===== config.mk =====
export PLATFORM = sky130hd
export DESIGN_NAME = exe_mem_skid_reg
export DESIGN_NICKNAME = d
export VERILOG_FILES = /design/src/rtl/exe_mem_skid_reg.sv
export SDC_FILE = /design/constraint.sdc
export NUM_CORES = 1
export LEC_CHECK = 0
export BUFFER_PORTS_ARGS = -buffer_cell sky130_fd_sc_hd__buf_2
export CAP_MARGIN = 30
export CORE_ASPECT_RATIO = 1.1
export CORE_UTILIZATION = 48
export CTS_CLUSTER_SIZE = 12
export DETAILED_ROUTE_END_ITERATION = 10
export PLACE_DENSITY = 0.76
export SLEW_MARGIN = 15
export SYNTH_ARGS = -nofsm -noshare
export SYNTH_HDL_FRONTEND = slang
export SYNTH_SLANG_ARGS = --single-unit

===== constraint.sdc =====
create_clock -name clk -period 5.9 [get_ports clk]
set_clock_uncertainty 0.15 [all_clocks]
set_input_delay 0 -clock clk [delete_from_list [all_inputs] [get_ports clk]]
set_output_delay 0 -clock clk [all_outputs]
set_load 0.02 [all_outputs]

===== src/rtl/exe_mem_skid_reg.sv =====
// EXE->MEM pipeline register with a one-entry skid buffer.
// Ready toward EXE depends only on registered state; bypass info is exported for both entries.
module exe_mem_skid_reg (
  input  logic        clk,
  input  logic        rst,
  input  logic        flush,

  input  logic        exe_valid,
  output logic        exe_allowin,
  input  logic [4:0]  exe_rd,
  input  logic        exe_ref_we,
  input  logic        exe_dram_re,
  input  logic        exe_dram_we,
  input  logic        exe_res_from_dram,
  input  logic [31:0] exe_alu_result,
  input  logic [31:0] exe_dram_wdata,
  input  logic [31:0] exe_pc,

  output logic        mem_valid,
  input  logic        mem_allowin,
  output logic [4:0]  mem_rd,
  output logic        mem_ref_we,
  output logic        mem_dram_re,
  output logic        mem_dram_we,
  output logic        mem_res_from_dram,
  output logic [31:0] mem_alu_result,
  output logic [31:0] mem_dram_wdata,
  output logic [31:0] mem_pc,

  output logic        fwd0_we,
  output logic [4:0]  fwd0_rd,
  output logic        fwd0_is_load,
  output logic [31:0] fwd0_data,

  output logic        fwd1_we,
  output logic [4:0]  fwd1_rd,
  output logic        fwd1_is_load,
  output logic [31:0] fwd1_data
);

  localparam int unsigned RD_W   = 5;
  localparam int unsigned DATA_W = 32;

  typedef struct packed {
    logic [RD_W-1:0]   rd;
    logic              ref_we;
    logic              dram_re;
    logic              dram_we;
    logic              res_from_dram;
    logic [DATA_W-1:0] alu_result;
    logic [DATA_W-1:0] dram_wdata;
    logic [DATA_W-1:0] pc;
  } payload_t;

  typedef enum logic [1:0] {
    S_EMPTY = 2'd0,
    S_ONE   = 2'd1,
    S_FULL  = 2'd2
  } state_t;

  state_t   state_q;
  payload_t main_q;
  payload_t skid_q;
  payload_t in_p;

  logic main_valid;
  logic skid_valid;
  logic accept;
  logic drain;

  assign in_p = '{rd:            exe_rd,
                  ref_we:        exe_ref_we,
                  dram_re:       exe_dram_re,
                  dram_we:       exe_dram_we,
                  res_from_dram: exe_res_from_dram,
                  alu_result:    exe_alu_result,
                  dram_wdata:    exe_dram_wdata,
                  pc:            exe_pc};

  // Entry valid bits are a decode of the state register.
  assign main_valid  = (state_q != S_EMPTY);
  assign skid_valid  = (state_q == S_FULL);
  assign exe_allowin = !skid_valid;
  assign accept      = exe_valid & exe_allowin;
  assign drain       = main_valid & mem_allowin;

  // Occupancy FSM; the skid entry only ever refills main, which keeps FIFO order.
  always_ff @(posedge clk or posedge rst) begin
    if (rst) begin
      state_q <= S_EMPTY;
      main_q  <= '0;
      skid_q  <= '0;
    end else if (flush) begin
      state_q <= S_EMPTY;
    end else begin
      case (state_q)
        S_EMPTY: begin
          if (accept) begin
            state_q <= S_ONE;
            main_q  <= in_p;
          end
        end
        S_ONE: begin
          if (accept && drain) begin
            main_q <= in_p;
          end else if (accept) begin
            state_q <= S_FULL;
            skid_q  <= in_p;
          end else if (drain) begin
            state_q <= S_EMPTY;
          end
        end
        S_FULL: begin
          if (drain) begin
            state_q <= S_ONE;
            main_q  <= skid_q;
          end
        end
        default: state_q <= S_EMPTY;
      endcase
    end
  end

  assign mem_valid         = main_valid;
  assign mem_rd            = main_q.rd;
  assign mem_ref_we        = main_valid & main_q.ref_we;
  assign mem_dram_re       = main_valid & main_q.dram_re;
  assign mem_dram_we       = main_valid & main_q.dram_we;
  assign mem_res_from_dram = main_q.res_from_dram;
  assign mem_alu_result    = main_q.alu_result;
  assign mem_dram_wdata    = main_q.dram_wdata;
  assign mem_pc            = main_q.pc;

  // Bypass info is zero for any entry that is not holding an instruction.
  assign fwd0_we      = main_valid & main_q.ref_we;
  assign fwd0_rd      = main_valid ? main_q.rd : RD_W'(0);
  assign fwd0_is_load = main_valid & main_q.res_from_dram;
  assign fwd0_data    = main_valid ? main_q.alu_result : DATA_W'(0);

  assign fwd1_we      = skid_valid & skid_q.ref_we;
  assign fwd1_rd      = skid_valid ? skid_q.rd : RD_W'(0);
  assign fwd1_is_load = skid_valid & skid_q.res_from_dram;
  assign fwd1_data    = skid_valid ? skid_q.alu_result : DATA_W'(0);

endmodule


=== Yosys cells after proc, flatten, opt, wreduce, memory -nomap -nowiden ===
Index checks and enable logic that the tools add are counted.

* Bits in read-only memories: 0
* Bits in writable memories: 0
* Word-level logic and storage cells: 59
* Output and inout port bits: 185
* Flip-flop bits (word level): 212
* Memories: 0
* Latch bits: 0
* Input port bits: 110

* Mux-type cells: 15
* Divide/modulo/power cells: 0
* $lt $le $gt $ge: 0
* Bitwise logic cells: 10
* Reductions and logical operators: 8
* Equality and inequality tests: 9
* Add/sub/neg operators: 0
* Shifts and indexed selects: 0
* $mul: 0

{| class="wikitable"
|+ Operator list
! kind !! number
|-
| $mux W105 || 3
|-
| $pmux W105 S3 || 1
|-
| $mux W32 || 2
|-
| $mux W2 || 6
|-
| $mux W5 || 2
|-
| $and A1 B1 Y1 || 8
|-
| $reduce_and A4 Y1 || 2
|-
| $ne A3 B3 Y1 const B || 2
|-
| $pmux W2 S3 || 1
|-
| $reduce_and A5 Y1 || 1
|-
| $ne A2 B2 Y1 const B || 2
|-
| $ne A4 B4 Y1 const B || 1
|-
| $ne A3 B2 Y1 const B || 1
|-
| $reduce_bool A3 Y1 || 1
|-
| $eq A2 B1 Y1 const B || 1
|-
| $eq A2 B2 Y1 const B || 1
|-
| $logic_not A2 Y1 || 1
|-
| $ne A2 B1 Y1 const B || 1
|-
| $not A1 Y1 || 2
|-
| $reduce_bool A2 Y1 || 1
|-
| $logic_and A1 B1 Y1 || 1
|-
| $logic_not A1 Y1 || 1
|}

=== Logic depth before layout (Yosys ltp) ===
Gate-level depths: netlist of run 1.

* Word-level depth: 7
* Depth in mapped cells: 7
* Gate-level depth less buffers: 4

=== Worst setup path before layout of run 1 ===
Ideal clock, no wire load.

* Kind: register to register
* Start: register state_q[0]
* End: register main_q, in the netlist mem_alu_result[31]
* Clock period less this slack: 1931 ps
* Cell stages (with the launch flop): 7
* Setup slack: 3969 ps
* Buffers on the path: 3
* Data required time: 5625 ps
* Arrival time: 1656 ps
* Setup time: 125 ps
* Path through: dfrtp_1 buf_2 nor2b_1 buf_2 buf_2 mux2_2 mux2_2

* Longest elaborated chain between the ends: 6
* Elaborated cells between the ends (all ways): 14
* Those cells by class: 5 x eq/ne; 1 x mux; 2 x bitwise; 6 x reduce/logical

{| class="wikitable"
|+ Ends and longest elaborated chain
! what !! line !! text
|-
| from (decl) || 61 || <nowiki>state_t state_q;</nowiki>
|-
| from (signal assigned) || 90 || <nowiki>state_q <= S_EMPTY;</nowiki>
|-
| from (signal assigned) || 94 || <nowiki>state_q <= S_EMPTY;</nowiki>
|-
| from (signal assigned) || 99 || <nowiki>state_q <= S_ONE;</nowiki>
|-
| $eq A2 B2 Y1 || 82, 96 ||
|-
| $logic_not A1 Y1 || 83 || <nowiki>assign exe_allowin = !skid_valid;</nowiki>
|-
| $and A1 B1 Y1 || 84 || <nowiki>assign accept = exe_valid & exe_allowin;</nowiki>
|-
| $logic_and A1 B1 Y1 || 104 || <nowiki>if (accept && drain) begin</nowiki>
|-
| $ne A2 B2 Y1 (no source line) || n/a ||
|-
| $reduce_and A5 Y1 (no source line) || n/a ||
|-
| to (signal assigned) || 100 || <nowiki>main_q <= in_p;</nowiki>
|-
| to (signal assigned) || 105 || <nowiki>main_q <= in_p;</nowiki>
|-
| to (signal assigned) || 116 || <nowiki>main_q <= skid_q;</nowiki>
|-
| to (decl) || 62 || <nowiki>payload_t main_q;</nowiki>
|}

Parallel ways exist; a longest one is shown, timed or not.
A chain may end at the register's enable or synchronous reset.

=== Worst setup path after layout of run 1 ===
* Start: register state_q[0]
* End: output port fwd1_data[29]

* Longest elaborated chain between the ends: 2

{| class="wikitable"
|+ Ends and longest elaborated chain
! what !! line !! text
|-
| $eq A2 B2 Y1 || 82 || <nowiki>assign skid_valid = (state_q == S_FULL);</nowiki>
|-
| $mux W32 || 143 || <nowiki>assign fwd1_data = skid_valid ? skid_q.alu_result : DATA_W'(0);</nowiki>
|-
| to (decl) || 38 || <nowiki>output logic [31:0] fwd1_data</nowiki>
|}

No other way between the ends.

==> metrics, run 1 <==
CP max stage delay 630 ps; Synth Instances 769; layout cells sized above 1 0.614; Tightest Hold Check Type in2reg; synthesized net count 879; DR pass1 iterations 4; CTS tree built; Seq/Total Area, Yosys 0.507; Pwr per Cell Area 339 nW/um^2; CP max FO 60; crit start category flop; Tcrit/Tclk final 0.500; Vias 6703; Distinct cells, synth 21; Clock Path Buffers 3; vias in the first global route 7026; max cap viols 0; clock sink count 212; flops & latches, synth 212; outcome completed; Avg WL per Cell 16.9 um; commonest non-fill, non-tap cell in the layout mux2_2; row cnt 56; Worst slew margin 0.415; Area growth syn-to-layout 27.2%; most used cell, CP buf_4; Core Util, Final 0.623; GPL Wtd Cong roughly 0.74; WHS 132 ps; worst setup path class reg2out; die width 143 um; Compound-Gate Fraction of Synth Area 0.00395; number of setup violations in the final report 0; commonest cells after routing, fill and taps aside 315 x mux2_2, 294 x buf_2, 212 x dfrtp_1; drt total wl 23000 um; post-synthesis simple-gate area fraction 0.0533; xor and xnor fraction of the mapped netlist area 0; initial antenna violation count 0; DRC 0; core area 21400 um^2; post-route antenna net violation count 0; Fillers 1614; static leakage around 6.3 nW; final hold violations 0; CP required 5750 ps; Synth warnings 0; critical-path cell with the highest stage delay buf_4; pins over their slew limit 0; CTS root buf clkbuf_16; grt ovf 0; Port Buffers slightly below 300; CP arrival 2800 ps; first-pass GRT wire length 36400 um; post-synthesis mux area share 0.340; io pins 295; Initial Util 0.490; DRT iter0 DRCs 264; Setup crit end kind output pin; post-layout min period 2950 ps; # diodes 0; post-DP HPWL 14500 um; Clock Pin Slew Worst Setup and Hold Paths 60 ps; largest net degree at the start of global routing between 100 and 150; final setup TNS 0 ps; Synth Cell Area 10500 um^2; Cell Chain, Critical Path nor2b_4 > buf_4 > buf_4 > and2_1 > buf_2; DR vias/cell 4.90; full die area 22400 um^2; Reg2Reg Depth 6; total track usage 0.205; syn_area_per_cell 13.6 um^2; largest family of logic cells by synthesized area multiplexers; FMAX 0.339 GHz; WHS Path Cells 3; area share of fa/ha/maj cells after synthesis 0; Nets 1175; H-tree depth 1; RSZ-0062 raised after global routing no; worst-margin pin slew 877 ps; Clock Latency Late Sink roughly 490 ps; Num CTS Buffers 23; Worst IR Drop VDD 0.317 mV; Vert. Die Dim 157 um; post_cts resized 0
report_power, final:
part	leakage [nW]	internal, W	switching, W
Sequential	2.55	0.00181	0.000208
Clock	0.370	0.000863	0.000550
Combinational	3.35	0.000553	0.000531
synthesized netlist by cell type (all sizes together):
| master | instances | area [um^2] |
|---|---|---|
| and2 | 39 | 244 |
| nand3 | 1 | 5.00 |
| dfrtp | 212 | 5310 |
| mux2i | 1 | 10.0 |
| mux2 | 315 | 3550 |
| nor3 | 1 | 5.00 |
| a21oi | 2 | 10.0 |
| o31ai | 1 | 21.3 |
| clkbuf | 8 | 30.0 |
| inv | 3 | 11.3 |
| nand4bb | 1 | 11.3 |
| nand2 | 1 | 3.75 |
| o21ba | 1 | 10.0 |
| buf | 136 | 963 |
| or3b | 1 | 8.76 |
| nor2 | 3 | 11.3 |
| nor2b | 43 | 269 |
cell type report:
class	instances	area, um^2	share of cell area
clock buffers	35	711	0.0534
clock inverters	2	35.0	0.00263
inverters	3	15.0	0.00113
multi-input cells	410	4180	0.314
flip-flops and latches	212	5310	0.398
well taps	290	363	0.0273
repair buffers	415	2700	0.203
metrics by stage:
stage / total power (W) / setup WS [ps] / std cells / instance area, um^2
floorplan: 0.00291 / 2990 / 769 / 10500
global placement: 0.00302 / 3090 / 1217 / 11400
detailed placement: 0.00307 / 3050 / 1219 / 11500
CTS: 0.00456 / 2900 / 1367 / 13300
global route: 0.00474 / 2790 / 1367 / 13300
finish: 0.00452 / 2950 / 1367 / 13300
routing by layer:
metal  track usage  up-vias  share of wire
met2         0.363      180           0.50
met1         0.252     3355           0.43
met5             0        -              0
met3        0.0395       36          0.050
met4        0.0625        0          0.020
li1              -     3132              -
registers in the layout, indices dropped and copies added, names as in the netlist:
register / count
mem_dram_wdata: 32
skid_q: 105
state_q: 2
mem_alu_result: 32
mem_res_from_dram: 1
mem_pc: 32
mem_rd: 5
main_q: 3
cell families after synthesis:
kind of cell / Yosys count
muxes: 316
DFF: 212
buffers and inverters: 147
and+or+nand+nor: 90
AOI/OAI and AO/OA: 4
final timing paths:
kind,start,endpoint,slack [ps]
worst min register to register,mem_dram_wdata[8],mem_dram_wdata[8],350
worst max register to register,state_q[0],state_q[1],3050
min in group asynchronous,rst,mem_pc[5],430
worst max-delay path,state_q[0],fwd1_data[29],2950
worst min-delay path,exe_dram_wdata[10],skid_q[42],130
max in group asynchronous,rst,mem_dram_wdata[16],3960
worst max-delay path: cells and delay by family, from the launching register on:
| kind | cells | cell delay [ps] |
|---|---|---|
| simple gates | 2 | 430 |
| flops | 1 | 520 |
| buf+inv | 3 | 1270 |
repair_timing:
item	CTS	global route
hold endpoints to repair	368	0
setup buffers	0	0
hold buffers	111	0
No activity file was read; power rests on OpenSTA's default activity.
==> inputs of run 2 (changes only) <==
--- a/config.mk
+++ b/config.mk
@@ -5,13 +5,14 @@
 export SDC_FILE = /design/constraint.sdc
 export NUM_CORES = 1
 export LEC_CHECK = 0
+export ABC_AREA = 1
 export BUFFER_PORTS_ARGS = -buffer_cell sky130_fd_sc_hd__buf_2
 export CAP_MARGIN = 30
 export CORE_ASPECT_RATIO = 1.1
-export CORE_UTILIZATION = 48
+export CORE_UTILIZATION = 53
 export CTS_CLUSTER_SIZE = 12
 export DETAILED_ROUTE_END_ITERATION = 10
-export PLACE_DENSITY = 0.76
+export PLACE_DENSITY = 0.8
 export SLEW_MARGIN = 15
 export SYNTH_ARGS = -nofsm -noshare
 export SYNTH_HDL_FRONTEND = slang
==> constraint.sdc (replaced) <==
create_clock -name clk -period 2.88 [get_ports clk]
set_clock_uncertainty 0.15 [all_clocks]
set_input_delay 0 -clock clk [delete_from_list [all_inputs] [get_ports clk]]
set_output_delay 0 -clock clk [all_outputs]
set_load 0.02 [all_outputs]
==> run 2 against run 1 <==
Net effect: via count increased by 40%; first-iteration DRC count increased by 130%; clock power increased by 97%; sequential share of layout area increased by 0.47 points; flip-flop and latch count unchanged; worst hold slack improved by 14 ps; clock-buffer cell count increased by 1; sequential power increased to 2.6 times the previous value; cell area decreased by 1.2%; non-clock buffer count increased by 17; critical path depth increased by 4; die area decreased by 9.9%; critical path type is now reg2reg; highest routed layer unchanged.
==> metrics, run 2 <==
Tightest Hold Check Type in2reg; Multi-input gate area 3360 um^2; vias in the first global route 9166; first-pass GRT wire length 43400 um; post-DP HPWL 15700 um; Clock Latency Late Sink 500 ps; asr flop ratio synth 1.00; clock sink count 212; top-count cell post-synth nand2_1; CTS root buf clkbuf_16; DR vias/cell 5.04; overall power about 0.013 W; flops & latches, synth 212; # diodes 0; post-layout min period 2520 ps; max FFs per register between 100 and 150; layout cells sized above 1 0.221; io pins 295; WHS 146 ps; Vert. Die Dim around 150 um; post-route antenna net violation count 0; number of setup violations in the final report 0; Largest Register skid_q; core area 19200 um^2; Worst Path Buf+Inv 3; outcome completed; commonest non-fill, non-tap cell in the layout nand2_1; grt ovf 0; Distinct cells, synth 17; Reg2Reg Depth 9; Critical Path Stages 9; Synth Instances 1324; die width about 140 um; top post-synthesis cells by count 299 x nand2_1, 212 x dfrtp_1, 184 x o21ai_0; static leakage 7.45 nW; Core Util, Final 0.687; Storage cell area 5310 um^2; worst setup path class reg2reg; top cell family by delay on the critical path buffers and inverters; CP arrival 2810 ps; CTS tree built; Tcrit/Tclk final 0.875; final worst slack approximately 360 ps; Synth area leaders dfrtp_1 51%, nand2_1 11%, o21ai_0 8.9%, buf_4 7.5%, inv_1 5.6%; initial antenna violation count 0; WHS Path Cells 4; crit start category flop; total track usage 0.265; drt total wl approximately 27000 um; Nets 1708; Synth warnings 0; Clock Pin Slew Worst Setup and Hold Paths around 60 ps; post-synth top area cell dfrtp_1; Clock Path Buffers 3; Area growth syn-to-layout 26.5%; commonest cells after routing, fill and taps aside 299 x nand2_1, 294 x buf_2, 212 x dfrtp_1; DR pass1 iterations 5; pre-CTS WS 664 ps; full die area 20200 um^2; CP max stage delay 570 ps; CP max FO 4; Post-synth EDFFs 0; Worst IR Drop VDD 0.710 mV; max cap viols 0; Setup Fix Bufs, Post-CTS 0; largest net degree at the start of global routing 109; critical-path cell with the highest stage delay dlygate4sd3_1; Worst slew margin 0.598; predominant post-synthesis flop cell dfrtp_1; DRT iter0 DRCs 610; RSZ-0062 raised after global routing no; Avg WL per Cell approximately 14 um; pins over their slew limit 0; synthesized net count 1434; Cell Chain, Critical Path nor2_1 > nand3_1 > dlygate4sd3_1 > nand2_1 > dlygate4sd3_1 > inv_1 > nand2_1 > nand2_1 > nand2_1; most used cell, CP nand2_1; GPL Wtd Cong 0.797; syn_area_per_cell 7.86 um^2; Seq/Total Area, Yosys 0.510; top cell type's share of synthesized area 0.510; Pwr per Cell Area 1010 nW/um^2; H-tree depth 1; Synth Cell Area 10400 um^2; CP required 3170 ps; Fillers around 1500; final hold violations 0; final setup TNS 0 ps; row cnt 53; Setup crit end kind flop; Port Buffers 294; Initial Util 0.543; DRC 0; FMAX 0.397 GHz; Vias between 9000 and 10000; worst-margin pin slew 604 ps; Num CTS Buffers 23
run 2: worst paths after layout:
| kind | from | endpoint | slack, ps |
|---|---|---|---|
| min reg2reg | skid_q[39] | skid_q[39] | 330 |
| min | exe_alu_result[27] | skid_q[91] | 150 |
| max in group asynchronous | rst | skid_q[11] | 1410 |
| min in group asynchronous | rst | mem_alu_result[20] | 410 |
| max | state_q[1] | state_q[0] | 360 |
| max reg2reg | state_q[1] | state_q[0] | 360 |
run 2: final cells by class:
cell class | count | share of cell area
flip-flops and latches | 212 | 0.403
multi-input cells | 774 | 0.256
clock buffers | 36 | 0.0520
clock inverters | 3 | 0.00171
repair buffers | 432 | 0.220
inverters | 155 | 0.0445
well taps | 247 | 0.0235
run 2: worst min-delay path, stage by stage:
cell           delay, ps
dlygate4sd3_1        520
buf_2                100
nor2_1                40
a21oi_1              100
run 2: metrics by stage:
stage,area (um^2),cells
finish,13200,1859
global route,13200,1859
CTS,13200,1859
detailed placement,11300,1707
global placement,11300,1706
floorplan,10400,1324
run 2: cell families after synthesis:
kind of cell | share of synthesized area
buffers and inverters | 0.170
and+or+nand+nor | 0.186
DFF | 0.510
AOI/OAI and AO/OA | 0.134
run 2: per-layer routing:
metal | GRT usage | up-vias | part of all wire
met5 | 0 | - | 0
met4 | 0.107 | 0 | 0.031
met3 | 0.0493 | 71 | 0.068
met2 | 0.464 | 383 | 0.51
met1 | 0.320 | 4383 | 0.39
li1 | - | 4541 | -
run 2: repair_timing:
item                                    in CTS  in global routing
endpoints found under the setup margin       0                  0
hold buffers                               113                  0
resized for setup                            0                  0
hold endpoints to repair                   424                  0
run 2: report_power, final:
part,switching [W],internal [W]
logic,0.00347,0.00172
registers,0.000864,0.00449
clock network,0.00115,0.00162
